<file path="config.mk">
export PLATFORM = sky130hd
export DESIGN_NAME = tohost_decoder
export DESIGN_NICKNAME = d
export VERILOG_FILES = /design/src/rtl/tohost_decoder.sv
export SDC_FILE = /design/constraint.sdc
export NUM_CORES = 1
export LEC_CHECK = 0
export CAP_MARGIN = 30
export CORE_MARGIN = 3
export CORE_UTILIZATION = 50
export DETAILED_ROUTE_END_ITERATION = 8
export PLACE_DENSITY_LB_ADDON = 0.3
export REMOVE_ABC_BUFFERS = 1
export SLEW_MARGIN = 20
export SYNTH_ARGS = -nofsm -noshare
export SYNTH_HDL_FRONTEND = slang
export SYNTH_SLANG_ARGS = --single-unit
</file>
<file path="constraint.sdc">
create_clock -name clock -period 3.1 [get_ports clock]
set_clock_uncertainty 0.05 [all_clocks]
set_input_delay 0.465 -clock clock [delete_from_list [all_inputs] [get_ports clock]]
set_output_delay 0.465 -clock clock [all_outputs]
set_load 0.005 [all_outputs]
</file>
<file path="src/rtl/tohost_decoder.sv">
// rtl/tohost_decoder.sv - latches the first pass/fail tohost write of one channel
module tohost_decoder #(
   parameter int TH_W = 64
) (
   input  logic            clock,
   input  logic            reset_n,
   input  logic            clear,
   input  logic            enable,
   input  logic            valid,
   input  logic [TH_W-1:0] data,
   output logic            pass_hit,
   output logic            fail_hit,
   output logic            pass_seen,
   output logic [TH_W-2:0] fail_code
);

   logic            latched;
   logic            passed;
   logic [TH_W-2:0] code_q;
   logic            first;

   // Even values are ordinary tohost traffic and never latch the channel.
   assign first     = enable && valid && !latched;
   assign pass_hit  = first && (data == TH_W'(1));
   assign fail_hit  = first && data[0] && (data != TH_W'(1));
   assign pass_seen = passed || pass_hit;
   assign fail_code = fail_hit ? data[TH_W-1:1] : code_q;

   always_ff @(posedge clock or negedge reset_n) begin
      if (!reset_n) begin
         latched <= 1'b0;
         passed  <= 1'b0;
         code_q  <= '0;
      end else if (clear) begin
         latched <= 1'b0;
         passed  <= 1'b0;
         code_q  <= '0;
      end else if (pass_hit) begin
         latched <= 1'b1;
         passed  <= 1'b1;
      end else if (fail_hit) begin
         latched <= 1'b1;
         code_q  <= data[TH_W-1:1];
      end
   end

endmodule

</file>
==> impl_metrics.json <==
{
  "grt_pass1_vias": 4130,
  "grt_use_total": 0.285,
  "num_rows": 32,
  "nFillCells": 484,
  "gr-usage-met1": 0.349,
  "fp.dieW_um": 96.9,
  "crit_path_start_kind": "primary input",
  "worst_pin_slew_ns": 0.831,
  "grt.overflow.total": 0,
  "n_antenna_cell": 0,
  "dieArea_mm2": 0.00938,
  "drive_above_1_share": 0.447,
  "vias": 3700,
  "wl_um": 12900,
  "h-tree-depth": 3,
  "viasPerCell": 5.36,
  "cp_max_fo": 13,
  "route.detailed.wl_per_inst_um": 18.7,
  "ys_seq_area_frac": 0.394,
  "nNetsFinal": 652,
  "relSlewSlack": 0.446,
  "min_period_over_period": 0.968,
  "cp_data_arrival_time_ns": 2.49,
  "coreArea_mm2": 0.00789,
  "detail_route.drc_violations": 0,
  "area_growth_pct": 55.0,
  "grt_pass1_wl_um": 21600,
  "grt.met2_usage": 0.488,
  "drtIter0Drc": 143,
  "p_per_area_mw_per_mm2": 339,
  "required_ns": 2.58,
  "slew_violations": 0,
  "netlist_instances": 374,
  "initial_core_util": 0.523,
  "ys_warn_count": 0,
  "syn_area_mm2": 0.00413,
  "clock.fmax_mhz": 333,
  "reg2reg_from": "latched",
  "hpwl_um": 7580,
  "reg2reg_slack_ns": 1.31,
  "cts_root_buffer": "clkbuf_8",
  "die_h_um": 96.9,
  "hold_violations": 0,
  "ys_seq_elements": 65,
  "ys_types": 21,
  "crit_type": "primary input to output pin",
  "r2r_cells": 7,
  "irDropWorstVdd_mv": 0.231,
  "numPortBuffers": 134,
  "startpoint": "data[11]",
  "grt_max_degree": 67,
  "status": "finished clean",
  "cts.clk_slew.worst_paths_ns": 0.07,
  "hold_class": "primary input to async pin",
  "place_congestion": 0.792,
  "rr_endpoint": "code_q[49]",
  "synth_area_per_cell_um2": 11.0,
  "period_minus_slack_ns": 3.00,
  "tritoncts": "built",
  "fin_area_mm2": 0.00640,
  "finalPower_w": 0.00217,
  "cts.sinks": 65,
  "finalSetupViolations": 0,
  "endpoint_kind": "output pin",
  "worst_skew_pair.late_latency_ns": 0.34,
  "ioPinCount": 135,
  "grt-busiest-layer": "met2",
  "cts_max_path_buffers": 2,
  "drv_cap": 0,
  "antenna_found_initial": 0,
  "ant_nets": 0,
  "p_leak_nw": 3.04,
  "placed_area_mm2": 0.00603,
  "cts_buffers": 9,
  "grtUsageMet3": 0.0598,
  "drtPass1Iterations": 6
}
==> flip-flops by register name, summed over array words and instances (netlist names) <==
name / flops
passed: 1
latched: 1
code_q: 63
==> placed cells by master (no fill, tap or decap), types with 2 or more instances in the layout <==
cell type,count
buf_2,40
dlygate4sd2_1,32
clkbuf_8,12
clkdlybuf4s15_1,18
buf_6,11
bufbuf_16,2
mux2_2,48
buf_4,76
mux2_1,5
buf_16,3
clkdlybuf4s50_1,4
clkdlybuf4s15_2,8
mux2_4,10
nand4_1,4
buf_12,6
clkinvlp_4,2
mux2i_1,63
nand2b_1,126
clkbuf_2,26
dfrtp_1,65
nor4_2,6
nor4_4,9
==> synthesized netlist by cell type, drive strengths merged <==
| cell | instances | area, um2 |
|---|---|---|
| nor3 | 1 | 5.00 |
| nand2b | 126 | 788 |
| buf | 14 | 135 |
| inv | 1 | 3.75 |
| nor4 | 16 | 106 |
| a21o | 1 | 7.51 |
| mux2i | 63 | 631 |
| nor2b | 1 | 6.26 |
| and2 | 1 | 6.26 |
| clkbuf | 14 | 52.6 |
| mux2 | 63 | 709 |
| dfrtp | 65 | 1630 |
| a21oi | 1 | 5.00 |
| nand4 | 4 | 25.0 |
| nor4b | 1 | 8.76 |
| and3 | 1 | 6.26 |
| nand3 | 1 | 5.00 |
==> worst max-delay path by stage <==
stage / end / slack, ns
2_1_floorplan: fail_code[0] / -9.93
5_1_grt: fail_code[58] / -0.02
3_3_place_gp: fail_code[56] / -0.58
4_1_cts: fail_code[22] / -0.03
6_report: fail_code[58] / 0.1
3_5_place_dp: fail_code[59] / -0.67
==> worst max-delay path, stage by stage <==
cell and delay, ns:
dlygate4sd2_1 0.27, nor4_4 0.16, nand4_1 0.24, nor4_4 0.42
nor3_4 0.07, buf_6 0.14, buf_16 0.15, mux2_4 0.30
dlygate4sd2_1 0.26
==> routing by layer <==
metal	share of wire	wire length, um
met1	0.41	5230
met2	0.51	6560
met3	0.060	770
met4	0.025	319
met5	0	0
==> cell type report <==
class,count,area (um2),area share
clock inverter,4,50.0,0.00782
timing repair buffer,226,1880,0.294
sequential,65,1630,0.254
multi-input combinational,280,2540,0.397
clock buffer,12,165,0.0258
inverter,1,3.75,0.000587
tap,102,128,0.0200
==> kinds of logic (layout without fill, tap and decap cells) <==
family	count (synthesis)	count (layout)	synth area share
AO/OA/AOI/OAI	2	2	0.00303
buffers and inverters	29	243	0.0464
flip-flops	65	65	0.394
multiplexers	126	126	0.325
AND/OR/NAND/NOR	152	152	0.232
==> through the flow <==
stage	utilization	setup TNS, ns	instances	worst slack [ns]	hold WS (ns)
global placement	0.765	-35.52	659	-0.579	0.473
floorplan	-	-1198.90	346	-9.93	0.119
global route	0.811	-0.0289	690	-0.0171	0.206
CTS	0.836	-0.0924	693	-0.0259	0.176
finish	0.811	0	690	0.0995	0.166
detailed placement	0.765	-38.69	659	-0.668	0.480
==> where the power goes <==
group	switching, W	internal, W	leakage (nW)	total (W)
clock	0.000344	0.000436	0.105	0.000780
sequential	0.0000168	0.000875	0.895	0.000892
combinational	0.000213	0.000285	2.04	0.000498
total	0.000574	0.00160	3.04	0.00217
==> timing repair <==
action | CTS | global route
gates cloned | 8 | 0
gates resized for setup | 350 | 53
endpoints found under the setup margin | 66 | 64
hold buffers | 0 | 0
buffers inserted | 15 | 0
pin swaps | 22 | 11
Note: power is estimated with default switching activity, not from simulation.
